File: src/rtl/axilite_slave_regfile.sv
// axilite_slave_regfile
//
// AXI4-Lite slave register file. Write address and write data are accepted
// independently and in either order; the write commits on the edge where both
// are available (held or handshaking). Reads are single-beat and served from
// the register bank with one cycle of latency. Register 0 is a read-only
// version word; registers 1..NUM_REGS-1 are read/write with byte strobes.
//
// Ports:
//   ACLK, ARESETN              clock, asynchronous active-low reset
//   AWADDR/AWVALID/AWREADY     write address channel
//   WDATA/WSTRB/WVALID/WREADY  write data channel
//   BRESP/BVALID/BREADY        write response channel (OKAY / SLVERR)
//   ARADDR/ARVALID/ARREADY     read address channel
//   RDATA/RRESP/RVALID/RREADY  read data channel (OKAY / SLVERR)
//
// All outputs are driven from flops or from flop-only logic, so no output
// depends combinationally on any VALID or READY input.

module axilite_slave_regfile #(
  parameter int unsigned ADDR_WIDTH = 8,
  parameter int unsigned DATA_WIDTH = 32,
  parameter int unsigned NUM_REGS   = 16,
  parameter logic [31:0] VERSION    = 32'hA11E_0001
) (
  input  logic                    ACLK,
  input  logic                    ARESETN,
  // Write address channel
  input  logic [ADDR_WIDTH-1:0]   AWADDR,
  input  logic                    AWVALID,
  output logic                    AWREADY,
  // Write data channel
  input  logic [DATA_WIDTH-1:0]   WDATA,
  input  logic [DATA_WIDTH/8-1:0] WSTRB,
  input  logic                    WVALID,
  output logic                    WREADY,
  // Write response channel
  output logic [1:0]              BRESP,
  output logic                    BVALID,
  input  logic                    BREADY,
  // Read address channel
  input  logic [ADDR_WIDTH-1:0]   ARADDR,
  input  logic                    ARVALID,
  output logic                    ARREADY,
  // Read data channel
  output logic [DATA_WIDTH-1:0]   RDATA,
  output logic [1:0]              RRESP,
  output logic                    RVALID,
  input  logic                    RREADY
);

  localparam int unsigned IdxW  = ADDR_WIDTH - 2;
  localparam int unsigned StrbW = DATA_WIDTH / 8;

  // NUM_REGS may equal 2^IdxW, so it needs one bit more than an index.
  localparam logic [IdxW:0] NumRegsExt = (IdxW + 1)'(NUM_REGS);

  localparam logic [1:0] RespOkay   = 2'b00;
  localparam logic [1:0] RespSlvErr = 2'b10;

  // ---------------------------------------------------------------------------
  // Helpers
  // ---------------------------------------------------------------------------

  // Index lies inside the implemented register bank (including register 0).
  function automatic logic idx_in_range(input logic [IdxW-1:0] idx);
    return ({1'b0, idx} < NumRegsExt);
  endfunction

  // Per-byte merge of new data into the old register value.
  function automatic logic [DATA_WIDTH-1:0] strb_merge(input logic [DATA_WIDTH-1:0] old_val,
                                                       input logic [DATA_WIDTH-1:0] new_val,
                                                       input logic [StrbW-1:0]      strb);
    logic [DATA_WIDTH-1:0] res;
    res = old_val;
    for (int b = 0; b < StrbW; b++) begin
      if (strb[b]) begin
        res[8*b +: 8] = new_val[8*b +: 8];
      end
    end
    return res;
  endfunction

  // ---------------------------------------------------------------------------
  // State
  // ---------------------------------------------------------------------------

  // Ready outputs stay low through the first edge after reset release.
  logic live_q;

  logic                  aw_held_q, aw_held_d;
  logic [IdxW-1:0]       aw_idx_q, aw_idx_d;
  logic                  w_held_q, w_held_d;
  logic [DATA_WIDTH-1:0] w_data_q, w_data_d;
  logic [StrbW-1:0]      w_strb_q, w_strb_d;
  logic                  bvalid_q, bvalid_d;
  logic [1:0]            bresp_q, bresp_d;

  logic                  rvalid_q, rvalid_d;
  logic [1:0]            rresp_q, rresp_d;
  logic [DATA_WIDTH-1:0] rdata_q, rdata_d;

  // Register 0 is the constant version word and has no storage.
  logic [DATA_WIDTH-1:0] regs_q [1:NUM_REGS-1];
  logic [DATA_WIDTH-1:0] regs_d [1:NUM_REGS-1];

  // Byte-offset address bits do not participate in decode.
  logic unused_addr_lsbs;
  assign unused_addr_lsbs = ^{AWADDR[1:0], ARADDR[1:0]};

  // ---------------------------------------------------------------------------
  // Handshakes
  // ---------------------------------------------------------------------------

  logic awready, wready, arready;
  logic aw_hs, w_hs, ar_hs;

  assign awready = live_q & ~aw_held_q & ~bvalid_q;
  assign wready  = live_q & ~w_held_q & ~bvalid_q;
  assign arready = live_q & ~rvalid_q;

  assign aw_hs = AWVALID & awready;
  assign w_hs  = WVALID & wready;
  assign ar_hs = ARVALID & arready;

  // ---------------------------------------------------------------------------
  // Write path
  // ---------------------------------------------------------------------------

  logic                  commit;
  logic [IdxW-1:0]       wr_idx;
  logic [DATA_WIDTH-1:0] wr_data;
  logic [StrbW-1:0]      wr_strb;
  logic                  wr_ok;

  // Held values take priority; otherwise the same-edge handshake supplies them.
  assign wr_idx  = aw_held_q ? aw_idx_q : AWADDR[ADDR_WIDTH-1:2];
  assign wr_data = w_held_q ? w_data_q : WDATA;
  assign wr_strb = w_held_q ? w_strb_q : WSTRB;
  assign commit  = (aw_held_q | aw_hs) & (w_held_q | w_hs);
  assign wr_ok   = idx_in_range(wr_idx) && (wr_idx != '0);

  always_comb begin
    aw_held_d = aw_held_q;
    aw_idx_d  = aw_idx_q;
    w_held_d  = w_held_q;
    w_data_d  = w_data_q;
    w_strb_d  = w_strb_q;
    bvalid_d  = bvalid_q;
    bresp_d   = bresp_q;
    regs_d    = regs_q;

    if (commit) begin
      aw_held_d = 1'b0;
      w_held_d  = 1'b0;
      bvalid_d  = 1'b1;
      if (wr_ok) begin
        bresp_d = RespOkay;
        for (int i = 1; i < NUM_REGS; i++) begin
          if (wr_idx == IdxW'(i)) begin
            regs_d[i] = strb_merge(regs_q[i], wr_data, wr_strb);
          end
        end
      end else begin
        bresp_d = RespSlvErr;
      end
    end else begin
      if (aw_hs) begin
        aw_held_d = 1'b1;
        aw_idx_d  = AWADDR[ADDR_WIDTH-1:2];
      end
      if (w_hs) begin
        w_held_d = 1'b1;
        w_data_d = WDATA;
        w_strb_d = WSTRB;
      end
    end

    // A commit cannot coincide with a pending response: readies are low then.
    if (bvalid_q && BREADY) begin
      bvalid_d = 1'b0;
    end
  end

  // ---------------------------------------------------------------------------
  // Read path
  // ---------------------------------------------------------------------------

  logic [IdxW-1:0]       rd_idx;
  logic [DATA_WIDTH-1:0] rd_word;
  logic                  rd_err;

  assign rd_idx = ARADDR[ADDR_WIDTH-1:2];

  // Reads see regs_q, so a read racing a commit to the same index returns
  // the pre-write value.
  always_comb begin
    rd_word = '0;
    rd_err  = 1'b0;
    if (!idx_in_range(rd_idx)) begin
      rd_err = 1'b1;
    end else if (rd_idx == '0) begin
      rd_word = VERSION;
    end else begin
      for (int i = 1; i < NUM_REGS; i++) begin
        if (rd_idx == IdxW'(i)) begin
          rd_word = regs_q[i];
        end
      end
    end
  end

  always_comb begin
    rvalid_d = rvalid_q;
    rresp_d  = rresp_q;
    rdata_d  = rdata_q;
    if (ar_hs) begin
      rvalid_d = 1'b1;
      rdata_d  = rd_word;
      rresp_d  = rd_err ? RespSlvErr : RespOkay;
    end else if (rvalid_q && RREADY) begin
      rvalid_d = 1'b0;
    end
  end

  // ---------------------------------------------------------------------------
  // Flops
  // ---------------------------------------------------------------------------

  always_ff @(posedge ACLK or negedge ARESETN) begin
    if (!ARESETN) begin
      live_q    <= 1'b0;
      aw_held_q <= 1'b0;
      aw_idx_q  <= '0;
      w_held_q  <= 1'b0;
      w_data_q  <= '0;
      w_strb_q  <= '0;
      bvalid_q  <= 1'b0;
      bresp_q   <= RespOkay;
      rvalid_q  <= 1'b0;
      rresp_q   <= RespOkay;
      rdata_q   <= '0;
      for (int i = 1; i < NUM_REGS; i++) begin
        regs_q[i] <= '0;
      end
    end else begin
      live_q    <= 1'b1;
      aw_held_q <= aw_held_d;
      aw_idx_q  <= aw_idx_d;
      w_held_q  <= w_held_d;
      w_data_q  <= w_data_d;
      w_strb_q  <= w_strb_d;
      bvalid_q  <= bvalid_d;
      bresp_q   <= bresp_d;
      rvalid_q  <= rvalid_d;
      rresp_q   <= rresp_d;
      rdata_q   <= rdata_d;
      for (int i = 1; i < NUM_REGS; i++) begin
        regs_q[i] <= regs_d[i];
      end
    end
  end

  // ---------------------------------------------------------------------------
  // Outputs
  // ---------------------------------------------------------------------------

  assign AWREADY = awready;
  assign WREADY  = wready;
  assign ARREADY = arready;
  assign BVALID  = bvalid_q;
  assign BRESP   = bresp_q;
  assign RVALID  = rvalid_q;
  assign RRESP   = rresp_q;
  assign RDATA   = rdata_q;

endmodule

File: config.mk
export PLATFORM = sky130hd
export DESIGN_NAME = axilite_slave_regfile
export DESIGN_NICKNAME = d
export VERILOG_FILES = /design/src/rtl/axilite_slave_regfile.sv
export SDC_FILE = /design/constraint.sdc
export NUM_CORES = 1
export LEC_CHECK = 0
export CORE_ASPECT_RATIO = 1.75
export CORE_MARGIN = 5
export CORE_UTILIZATION = 41
export CTS_CLUSTER_SIZE = 25
export DETAILED_ROUTE_END_ITERATION = 6
export PLACE_DENSITY_LB_ADDON = 0.15
export SLEW_MARGIN = 20
export SYNTH_ARGS = -nofsm -noshare
export SYNTH_HDL_FRONTEND = slang
export SYNTH_SLANG_ARGS = --single-unit
File: constraint.sdc
create_clock -name ACLK -period 2.4 [get_ports ACLK]
set_input_delay 0.48 -clock ACLK [delete_from_list [all_inputs] [get_ports ACLK]]
set_output_delay 0.48 -clock ACLK [all_outputs]
set_load 0.01 [all_outputs]
Yosys cells after proc, flatten, opt, wreduce, memory -nomap -nowiden --
Cells that the tools add are included.
Storage, ports and cells: ROM bits 0, logic and storage cells 220, RAM bits 0, input bits 59, bits in registers 563, output and inout port bits 41, latch bits 0, memories kept 0
Operators by class: div/mod/pow operators 0, equality and inequality tests 30, shift-type cells 0, add/sub/neg operators 0, $mul 0, bitwise operators 16, mux-type cells 30, order comparisons 2, reduce and logical (&&, ||, !) cells 71
Operators with widths (count):
- two-way mux 32 bit | 18
- AND reduction 4 bit | 60
- == test 6 x 4 -> 1 bit (second input constant) | 16
- == test 6 x 3 -> 1 bit (second input constant) | 8
- == test 6 x 2 -> 1 bit (second input constant) | 4
- == test 6 x 1 -> 1 bit (second input constant) | 2
- less-than comparator 6 x 5 -> 1 bit (second input constant) | 2
- bitwise AND 1 bit | 9
- two-way mux 1 bit | 8
- nonzero test 2 bit | 4
- zero test 6 bit | 1
- two-way mux 6 bit | 1
- nonzero test 6 bit | 1
- inverter 1 bit | 5
- two-way mux 2 bit | 2
- two-way mux 4 bit | 1
- AND reduction 2 bit | 2
- logical AND 1 bit | 3
- bitwise OR 1 bit | 2

Logic depth before layout (Yosys ltp) --
Gate-level depths: netlist (run 1).
depth after elaboration 18, depth in mapped cells 9, gate-level depth less buffers 5

Least setup slack after synthesis (run 1) --
Ideal clock, no wire load.
path kind input -> register, from input ARADDR[6], to register rdata_q[5] (netlist: RDATA[5]), arrival 2.044 ns, library setup time 0.082 ns, data required time 2.318 ns, path slack 0.274 ns, path buffers 2, stages 7, cell sequence clkbuf_1 > or4b_4 > buf_2 > nor3_1 > a311oi_1 > or3_1 > a31oi_1
Between the ends: longest elaborated chain between the ends 18, elaborated cells between the ends (all ways) 34, those cells by class order compare: 1; eq/ne: 15; mux: 17; reduce/logical: 1
Ends and longest elaborated chain:
- start: declaration | RTL line 42 | input logic [ADDR_WIDTH-1:0] ARADDR,
- == test 6 x 1 -> 1 bit | RTL line 206 | if (rd_idx == IdxW'(i)) begin
- two-way mux 32 bit (15 in a row) | RTL line 206
- two-way mux 32 bit | RTL line 202 | end else if (rd_idx == '0) begin
- two-way mux 32 bit (*) | RTL line 200 | if (!idx_in_range(rd_idx)) begin
- end signal: assignment | RTL line 257 | rdata_q <= rdata_d;
- end: declaration | RTL line 101 | logic [DATA_WIDTH-1:0] rdata_q, rdata_d;
Mark *: on every way between the ends. The rest lies on a longest branch, timed or not. A chain may end at the register's enable or synchronous reset.

Worst setup path in the final report (run 1) --
from input ARADDR[5], to register rdata_q[19] (netlist: RDATA[19])
The elaborated chain is that of the path after synthesis.

==> Implementation_results.wiki, run 1 <==
{| class="wikitable"
! Metric !! Value
|-
| Largest stage delay on the critical path || ~0.52 ns
|-
| Core Box Area || around 0.067 sq mm
|-
| Number of max-cap violations || 0
|-
| Antenna-violating nets left || 0
|-
| Vias in the first global route || around 21000
|-
| Transition time at the pin with the least slew margin || approximately 0.60 ns
|-
| Most common cell in the netlist || dfrtp_1
|-
| Data arrival time of the critical path || ~2.9 ns
|-
| Layout cell share with drive strength beyond 1 || 0.391
|-
| Detailed-routing iteration count for the pre-antenna-repair pass || 5
|-
| Final count of hold timing violations || 0
|-
| Cell area after placement || roughly 0.032 sq mm
|-
| Pwr per Cell Area || between 800 and 900 mW/mm^2
|-
| Synth unique cells || 83
|-
| Antenna diode count || 0
|-
| Final count of negative-setup-slack endpoints || 0
|-
| Die Y || ~350 um
|-
| Total number of yosys warnings || 0
|-
| Type of destination of the critical path || register
|-
| Largest clock skew in the final design || approximately 0.015 ns
|-
| Grt total ovfl || 0
|-
| Crit path max-delay cell type || clkdlybuf4s50_1
|-
| Layout net count || ~2400
|-
| HPWL after detailed placement || 63100 um
|-
| Leak Pwr || roughly 16 nW
|-
| Dominant cell type by area after synthesis || dfrtp_1
|-
| Area contributors post-synth || dfrtp_1 (51%), mux2_2 (17%), mux2_4 (4.3%)
|-
| Ratio of routed vias to standard cells || just under 6
|-
| Initial Util || 0.412
|-
| Maximum level of the CTS H-tree || 2
|-
| Top-level port count || 100
|-
| Critical path, cell by cell || clkdlybuf4s50_1 > or4b_1 > buf_4 > nor2_1 > buf_4 > a22oi_1 > a31oi_1 > o21a_1
|-
| Startpoint of the lowest-slack register-to-register path || aw_held_q
|-
| Final cell utilization of the core || 0.506
|-
| Leading post-synthesis cells by instance count || dfrtp_1 (561), mux2_2 (408), o21ai_0 (97)
|-
| Slew margin rel. || 0.598
|-
| Setup_tns || 0 ns
|-
| Family with the most delay on the worst path || buffers and inverters
|-
| Area of combinational cells with multiple inputs || 0.0128 sq mm
|-
| Area growth from synthesis to final layout || 22.9%
|-
| DRC violation total after the first TritonRoute iteration || 1247
|-
| Synthesized cell area || about 0.028 sq mm
|-
| Final routed wire length divided by cell count || 27.1 um
|-
| Depth of the most critical reg-to-reg path || 7
|-
| Clock tree from TritonCTS || yes
|-
| Via count of the routed design || just under 20000
|-
| Port-buffer cells || 93
|-
| Total power || 28.0 mW
|-
| CTS Root Cell || clkbuf_16
|-
| Count of placed standard cells including taps || roughly 3200
|-
| Endpoint of the most critical register-to-register path || regs_q[272]
|-
| TritonCTS Buffers || 54
|-
| Most Frequent Cell on Critical Path || buf_4
|-
| First-pass GRT wire length || 136000 um
|-
| Max clock buf depth || 3
|-
| Die outline width || about 210 um
|-
| Register-to-register path setup slack || about 0.09 ns
|-
| Worst slack after detailed placement || -0.560 ns
|-
| Post-route insts no fill || roughly 3300
|-
| Overall Global Routing Usage || 0.247
|-
| Reg clk slew, reported paths || about 0.07 ns
|-
| Insertion delay to the later sink of the worst-skew pair || 0.61 ns
|-
| Final slew viol count || 0
|-
| Clock Sink Count || around 560
|-
| Critical path class || input pin to register
|-
| Worst-case vdd ir drop || slightly above 0.0006 V
|-
| Highest fanout seen on the critical path || 7
|-
| Post-route worst setup slack || about 0.083 ns
|-
| Number of synthesized register bits || roughly 560
|-
| Final Routed Wirelength || 89800 um
|-
| Number of enable flip-flop cells after synthesis || 0
|-
| Routability congestion estimate from global placement || a little under 0.9
|-
| Required time at the worst-slack endpoint || slightly below 3 ns
|-
| Number of rows created at floorplan || approximately 130
|-
| RSZ-0062 raised after global routing || false
|-
| Area share of the largest cell type after synthesis || 0.508
|-
| FMAX || 0.432 GHz
|-
| Synthesized instance count || around 2100
|-
| Minimum clock period || 2.32 ns
|-
| Synth Area per Inst || around 13 sq um
|-
| Final instance area || approximately 0.034 sq mm
|-
| Number of remaining DRC errors || 0
|-
| Status || completed
|-
| Fill cell total of the finished layout || 5929
|-
| Buffers and inverters on the worst path || 3
|-
| Largest net degree at the start of global routing || 80
|-
| Hold WS || 0.372 ns
|-
| Post-synthesis sequential area ratio || 0.508
|-
| Prevailing post-synth register cell || dfrtp_1
|-
| Type of the most critical hold path || input pin to async pin
|-
| Antenna violations before repair || 2
|-
| Async set or reset register ratio after synthesis || 1.00
|-
| Startpoint Class || input pin
|-
| Part of the cycle the worst path needs || 0.966
|-
| Sequential cell area || between 0.01 and 0.015 sq mm
|-
| Die ar. || around 0.073 sq mm
|}
==> area by class of cell <==
| cell class | count | area share |
|---|---|---|
| Clock buffer | 81 | 0.0494 |
| Clock inverter | 20 | 0.00619 |
| Inverter | 16 | 0.00177 |
| Multi-Input combinational cell | 1375 | 0.376 |
| Sequential cell | 561 | 0.413 |
| Tap cell | 896 | 0.0330 |
| Timing Repair Buffer | 368 | 0.121 |
==> placed cells by master (no fill, tap or decap), drive strengths merged, types with 13 or more instances in the layout <==
cell | netlist | layout
mux2 | 578 | 578
dfrtp | 561 | 561
buf | 75 | 276
o21ai | 103 | 103
clkdlybuf4s50 | 0 | 89
nand2 | 85 | 85
clkbuf | 92 | 82
mux2i | 80 | 80
a21oi | 74 | 74
nand4 | 52 | 52
nor2 | 45 | 45
o211ai | 27 | 27
a221oi | 27 | 27
nor2b | 22 | 22
nand3 | 22 | 22
nor3 | 17 | 17
inv | 16 | 17
a211oi | 17 | 17
o2bb2ai | 14 | 14
a222oi | 14 | 14
clkinv | 0 | 14
nand3b | 13 | 13
a32oi | 13 | 13
a22oi | 13 | 13
or2 | 13 | 13
==> worst register-to-register path, stage by stage, from the launching register on <==
cell      delay [ns]
dfrtp_1         0.41
buf_4           0.21
nand2b_1        0.19
o22ai_1         0.28
and2_1          0.25
buf_4           0.17
nand4_4         0.25
mux2_1          0.41
==> repair_timing <==
item / CTS / global route
hold buffers: 1 / 0
gates resized for setup: 2 / 3
setup endpoints to repair: 1 / 4
gates cloned: 0 / 0
buffers inserted: 1 / 0
endpoints found under the hold margin: 25 / 0
==> cells by family after synthesis <==
| group | Yosys count | share of synthesized area |
|---|---|---|
| AND/OR/NAND/NOR | 326 | 0.0846 |
| other | 2 | 0.000272 |
| buffers and inverters | 183 | 0.0334 |
| AO/OA/AOI/OAI | 386 | 0.0969 |
| multiplexers | 660 | 0.277 |
| flip-flops | 561 | 0.508 |
==> flip-flops by register name (all words and copies together) (netlist names) <==
signal / flops
w_held_q: 1
RDATA: 32
aw_idx_q: 6
BVALID: 1
RRESP: 1
aw_held_q: 1
w_strb_q: 4
w_data_q: 32
live_q: 1
BRESP: 1
RVALID: 1
regs_q: 480
==> per-layer routing <==
| metal | track usage | part of all wire |
|---|---|---|
| met5 | 0 | 0.00013 |
| met4 | 0.108 | 0.049 |
| met3 | 0.0302 | 0.041 |
| met2 | 0.443 | 0.53 |
| met1 | 0.296 | 0.39 |
==> worst max-delay path by stage <==
stage                   start           to  slack, ns  cells after the start
floorplan           ARADDR[6]     RDATA[5]       0.27                      7
global placement    ARADDR[7]     RDATA[6]      -0.55                     10
detailed placement  ARADDR[7]     RDATA[6]      -0.56                     10
CTS                    RVALID    RDATA[31]       0.04                      7
global route        aw_held_q  regs_q[272]      0.006                      7
finish              ARADDR[5]    RDATA[19]       0.08                      8
==> where the power goes <==
group / total (mW) / internal (mW) / switching (mW)
Combinational: 6.78 / 3.04 / 3.74
Clock: 9.06 / 5.26 / 3.81
Sequential: 12.2 / 11.2 / 0.954
(Power assumes the default switching activity.)
==> run 2, diff against run 1 <==
Settings changed: CORE_UTILIZATION 41 to 25, HOLD_SLACK_MARGIN set to 0.06, SETUP_SLACK_MARGIN set to 0.15.
==> Implementation_results.wiki, run 2 (synthesis results as in run 1) <==
{| class="wikitable"
! Metric !! Value
|-
| Final slew viol count || 0 (unchanged)
|-
| Clock tree from TritonCTS || yes
|-
| Initial Util || 0.251 (-0.160)
|-
| Layout cell share with drive strength beyond 1 || 0.398 (+0.00645)
|-
| DRC violation total after the first TritonRoute iteration || 1167 (-6.4%)
|-
| Antenna violations before repair || 3 (+1)
|-
| Part of the cycle the worst path needs || 0.932 (-0.0333)
|-
| First-pass GRT wire length || 151000 um (+11%)
|-
| Type of the most critical hold path || input pin to async pin
|-
| Transition time at the pin with the least slew margin || 0.675 ns (+0.0714 ns)
|-
| Top-level port count || 100 (unchanged)
|-
| Total power || 28.3 mW (+0.87%)
|-
| CTS Root Cell || clkbuf_16
|-
| Final Routed Wirelength || 104000 um (+15%)
|-
| Clock Sink Count || 561 (unchanged)
|-
| Status || completed
|-
| Reg clk slew, reported paths || 0.07 ns (about the same)
|-
| Amount of wire on met3 after detailed routing || 2960 um (-20%)
|-
| Top routing layer in use || met5
|-
| Largest net degree at the start of global routing || 96 (+20%)
|-
| Final count of negative-setup-slack endpoints || 0 (unchanged)
|-
| Die Y || 450 um (+27%)
|-
| Highest fanout seen on the critical path || 14 (+7)
|-
| Required time at the worst-slack endpoint || 2.93 ns (about the same)
|-
| Register ranked first by flip-flop count || regs_q
|-
| Routed wire length on met2 || 55800 um (+18%)
|-
| Largest clock skew in the final design || 0.0239 ns (+0.00847 ns)
|-
| TritonCTS Buffers || 55 (+1.9%)
|-
| Worst slack after detailed placement || -0.544 ns (+0.0162 ns)
|-
| Number of rows created at floorplan || 161 (+28%)
|-
| Data arrival time of the critical path || 2.76 ns (-0.09 ns)
|-
| Layout net count || 2450 (+0.62%)
|-
| RSZ-0062 raised after global routing || true
|-
| Leak Pwr || 16.4 nW (+0.49%)
|-
| Post-route worst setup slack || 0.163 ns (+0.0799 ns)
|-
| Overall Global Routing Usage || 0.174 (-0.0736)
|-
| Commonest non-fill, non-tap cells in the layout || dfrtp_1 (558), mux2_2 (407), buf_4 (192)
|-
| Via count of the routed design || 19219 (-0.61%)
|-
| Hold WS || 0.310 ns (-0.0620 ns)
|-
| Critical path class || register to register
|-
| Maximum level of the CTS H-tree || 2 (unchanged)
|-
| Grt total ovfl || 0 (unchanged)
|-
| Pwr per Cell Area || 811 mW/mm^2 (-1.6%)
|-
| Area of combinational cells with multiple inputs || 0.0128 sq mm (+0.28%)
|-
| Insertion delay to the later sink of the worst-skew pair || 0.65 ns (+0.04 ns)
|-
| Detailed-routing iteration count for the pre-antenna-repair pass || 5 (unchanged)
|-
| FMAX || 0.447 GHz (+3.6%)
|-
| Number of max-cap violations || 0 (unchanged)
|-
| Port-buffer cells || 93 (unchanged)
|-
| Antenna-violating nets left || 0 (unchanged)
|-
| M1 WL || 41600 um (+20%)
|-
| Ratio of routed vias to standard cells || 4.93 (-15%)
|-
| Final routed wire length divided by cell count || 26.5 um (-2.0%)
|-
| Worst-case vdd ir drop || 0.000578 V (-6.3%)
|-
| Core Box Area || 0.110 sq mm (+64%)
|-
| Die outline width || 261 um (+27%)
|-
| Fill cell total of the finished layout || 11156 (+88%)
|-
| Vias in the first global route || 20725 (-1.5%)
|-
| Die ar. || 0.118 sq mm (+61%)
|-
| Final cell utilization of the core || 0.317 (-0.189)
|-
| Most frequent standard cell in the layout excluding fill and tap cells || dfrtp_1
|-
| Setup_tns || 0 ns (unchanged)
|-
| Sequential cell area || 0.0140 sq mm (about the same)
|-
| Minimum clock period || 2.24 ns (-0.0799 ns)
|-
| Slew margin rel. || 0.547 (-0.0510)
|-
| Depth of the most critical reg-to-reg path || 6 (-1)
|-
| Number of flip-flops under the largest register name || 480 (unchanged)
|-
| Number of remaining DRC errors || 0 (unchanged)
|-
| HPWL after detailed placement || 72700 um (+15%)
|-
| Final count of hold timing violations || 0 (unchanged)
|-
| Area growth from synthesis to final layout || 26.0%
|-
| Startpoint Class || register
|-
| Type of destination of the critical path || register
|-
| Max clock buf depth || 3 (unchanged)
|-
| Routability congestion estimate from global placement || 0.813 (-6.2%)
|}
run 2: cell type report:
cell class	count	area share
flip-flops and latches	561	0.403
inverters	16	0.00172
well taps	1467	0.0527
clock inverters	17	0.00492
multi-input cells	1375	0.368
clock buffers	81	0.0473
diodes	1	0.0000718
repair buffers	382	0.123
run 2: path summary, 6_finish.rpt:
check                           slack, ns         from      endpoint
worst max-delay path                 0.16    aw_held_q   regs_q[249]
worst min-delay path                 0.31      ARESETN  w_data_q[31]
worst max register to register       0.16    aw_held_q   regs_q[249]
worst min register to register       0.49  regs_q[106]   regs_q[106]
max in group asynchronous            1.17      ARESETN    regs_q[15]
min in group ACLK                    0.40       BREADY        BVALID
run 2: per-stage QoR:
stage | instance area [sq um] | cells
floorplan | 27600 | 2119
CTS | 34700 | 3894
global route | 34800 | 3900
detailed placement | 32800 | 3792
finish | 34800 | 3900
global placement | 32800 | 3792
run 2: critical path, stage by stage, from the launching register on:
cell     delay, ns
dfrtp_2       0.45
buf_12        0.17
o32ai_4       0.39
nand3_2       0.27
or2_1         0.32
buf_12        0.16
mux2_1        0.33
run 2: power breakdown:
part / leakage, nW / internal (mW) / switching, mW
Combinational: 7.85 / 3.12 / 3.88
Clock: 0.895 / 5.05 / 4.00
Sequential: 7.69 / 11.2 / 0.981
run 2: layer usage:
layer,vias up,track usage
li1,8455,-
met1,10245,0.210
met2,385,0.324
met3,130,0.0181
met4,4,0.0500
met5,-,0
run 2: repair_timing:
action                                  in CTS  in global routing
endpoints found under the setup margin     146                181
pin swaps                                    4                  2
hold buffers                                 1                  0
hold endpoints to repair                    16                  0
resized for setup                           12                 15
buffers inserted                             3                  5
==> run 3, diff against run 2 <==
Settings changed: RECOVER_POWER set to 25.
==> Implementation_results.wiki, run 3 (synthesis results as in run 1) <==
{| class="wikitable"
! Metric !! Value
|-
| Number of flip-flops under the largest register name || 480 (unchanged)
|-
| Hold WS || 0.400 ns (+0.0898 ns)
|-
| Setup_tns || 0 ns (unchanged)
|-
| Share of power burned in combinational logic || 0.248 (about the same)
|-
| Register-to-register path setup slack || 0.16 ns (about the same)
|-
| Data arrival time of the critical path || 2.75 ns (about the same)
|-
| Via count of the routed design || 19201 (-0.094%)
|-
| Crit path max-delay cell type || dfrtp_2
|-
| Core Box Area || 0.110 sq mm (unchanged)
|-
| Critical path class || register to register
|-
| Slew margin rel. || 0.313 (-0.234)
|-
| Minimum clock period || 2.24 ns (+0.00366 ns)
|-
| Highest fanout seen on the critical path || 14 (unchanged)
|-
| Insertion delay to the later sink of the worst-skew pair || 0.65 ns (about the same)
|-
| Ratio of routed vias to standard cells || 4.92 (about the same)
|-
| Final routed wire length divided by cell count || 26.5 um (about the same)
|-
| Layout cell share with drive strength beyond 1 || 0.396 (-0.00164)
|-
| Pwr per Cell Area || 812 mW/mm^2 (+0.15%)
|-
| Type of destination of the critical path || register
|-
| First-pass GRT wire length || 151000 um (unchanged)
|-
| Port-buffer cells || 93 (unchanged)
|-
| Die outline width || 261 um (unchanged)
|-
| Overall Global Routing Usage || 0.174 (unchanged)
|-
| DRC violation total after the first TritonRoute iteration || 1133 (-2.9%)
|-
| Most frequent standard cell in the layout excluding fill and tap cells || dfrtp_1
|-
| Final count of hold timing violations || 0 (unchanged)
|-
| Worst-case vdd ir drop || 0.000549 V (-5.0%)
|-
| Final count of negative-setup-slack endpoints || 0 (unchanged)
|-
| Total power || 28.2 mW (about the same)
|-
| Final instance area || 0.0348 sq mm (-0.24%)
|-
| TritonCTS Buffers || 55 (unchanged)
|-
| Register ranked first by flip-flop count || regs_q
|-
| Vias in the first global route || 20725 (unchanged)
|-
| Cell area after placement || 0.0328 sq mm (unchanged)
|-
| Required time at the worst-slack endpoint || 2.91 ns (-0.02 ns)
|-
| HPWL after detailed placement || 72700 um (unchanged)
|-
| Number of max-cap violations || 0 (unchanged)
|-
| Buffers and inverters on the worst path || 2 (unchanged)
|-
| Family with the most delay on the worst path || simple AND/OR/NAND/NOR gates
|-
| Max clock buf depth || 3 (unchanged)
|-
| Sw Ratio || 0.314 (about the same)
|-
| Clock Sink Count || 561 (unchanged)
|-
| CTS Root Cell || clkbuf_16
|-
| Antenna-violating nets left || 0 (unchanged)
|-
| Top-level port count || 100 (unchanged)
|-
| Maximum level of the CTS H-tree || 2 (unchanged)
|-
| Grt total ovfl || 0 (unchanged)
|-
| Antenna violations before repair || 3 (unchanged)
|-
| Die ar. || 0.118 sq mm (unchanged)
|-
| RSZ-0062 raised after global routing || true
|-
| Routability congestion estimate from global placement || 0.813 (unchanged)
|-
| Largest net degree at the start of global routing || 96 (unchanged)
|-
| Transition time at the pin with the least slew margin || 1.03 ns (+0.356 ns)
|-
| Commonest non-fill, non-tap cells in the layout || dfrtp_1 (558), mux2_2 (407), buf_4 (183)
|-
| Clock tree from TritonCTS || yes
|-
| Startpoint Class || register
|-
| Initial Util || 0.251 (unchanged)
|-
| Most Frequent Cell on Critical Path || buf_12
|-
| Share of total power in the clock network || 0.321 (about the same)
|-
| Status || completed
|-
| Die Y || 450 um (unchanged)
|-
| Fill cell total of the finished layout || 11169 (+0.12%)
|-
| Largest clock skew in the final design || 0.0229 ns (-0.00104 ns)
|-
| Largest stage delay on the critical path || 0.45 ns (about the same)
|-
| Total net switching power || 8.86 mW (about the same)
|-
| Area growth from synthesis to final layout || 25.7%
|-
| Part of the cycle the worst path needs || 0.934 (+0.00152)
|-
| Final Routed Wirelength || 103000 um (about the same)
|-
| Final slew viol count || 0 (unchanged)
|-
| Detailed-routing iteration count for the pre-antenna-repair pass || 5 (unchanged)
|-
| Reg clk slew, reported paths || 0.06 ns (about the same)
|-
| Leak Pwr || 16.4 nW (-0.23%)
|-
| Pint || 19.4 mW (about the same)
|-
| Layout net count || 2450 (unchanged)
|-
| Number of rows created at floorplan || 161 (unchanged)
|-
| Type of the most critical hold path || input pin to register
|-
| FMAX || 0.446 GHz (-0.16%)
|-
| Number of remaining DRC errors || 0 (unchanged)
|-
| Share of power burned in registers || 0.432 (about the same)
|-
| Critical path, cell by cell || buf_12 > o32ai_4 > nand3_2 > or2_1 > buf_12 > mux2_1
|-
| Final cell utilization of the core || 0.316 (-0.000751)
|}
## run 3: final timing paths
kind	start	endpoint	depth (start not counted)
max reg2reg	aw_held_q	regs_q[230]	6
min in group asynchronous	ARESETN	w_data_q[31]	2
max in group asynchronous	ARESETN	regs_q[205]	3
min reg2reg	regs_q[106]	regs_q[106]	1
max	aw_held_q	regs_q[230]	6
min	BREADY	BVALID	2
## run 3: per-layer routing
| layer | vias up | wire length (um) | GRT usage | part of all wire |
|---|---|---|---|---|
| met5 | - | 21 | 0 | 0.00020 |
| met4 | 4 | 3130 | 0.0500 | 0.030 |
| met3 | 128 | 3110 | 0.0181 | 0.030 |
| met2 | 382 | 55900 | 0.324 | 0.54 |
| met1 | 10233 | 41300 | 0.210 | 0.40 |
| li1 | 8454 | - | - | - |
## run 3: cell type report
class	instances	area (sq um)	share of cell area
diodes	1	2.50	0.0000720
clock buffers	81	1650	0.0474
clock inverters	17	171	0.00493
inverters	16	60.1	0.00173
multi-input cells	1375	12800	0.368
flip-flops and latches	561	14000	0.404
well taps	1467	1840	0.0528
repair buffers	382	4190	0.121
## run 3: worst reg2reg max path: cells and delay by family (launching register included)
| kind | cells | cell delay, ns |
|---|---|---|
| AOI/OAI and AO/OA | 1 | 0.40 |
| buffers and inverters | 2 | 0.33 |
| DFF | 1 | 0.45 |
| muxes | 1 | 0.32 |
| and+or+nand+nor | 2 | 0.61 |
## run 3: metrics by stage
stage | cells | setup slack (ns)
2_1_floorplan | 2119 | 0.274
3_3_place_gp | 3792 | -0.561
4_1_cts | 3894 | 0.120
6_report | 3900 | 0.159
3_5_place_dp | 3792 | -0.544
5_1_grt | 3900 | 0.0630
## run 3: what timing repair did
| item | in CTS | in global routing |
|---|---|---|
| gates resized for setup | 12 | 15 |
| hold buffers | 1 | 0 |
| setup endpoints to repair | 146 | 181 |
| hold endpoints to repair | 16 | 0 |
| pin swaps | 4 | 2 |
| buffers inserted | 3 | 5 |
## run 3: power groups by stage
stage                     registers (mW)  clock network, mW  logic (mW)
after CTS                           12.2               9.34        7.09
final                               12.2               9.05        6.99
after global routing                12.4               9.63        7.56
after floorplan                     12.0                  0        4.60
after detailed placement            12.3                  0        7.05
after global placement              12.2                  0        6.90
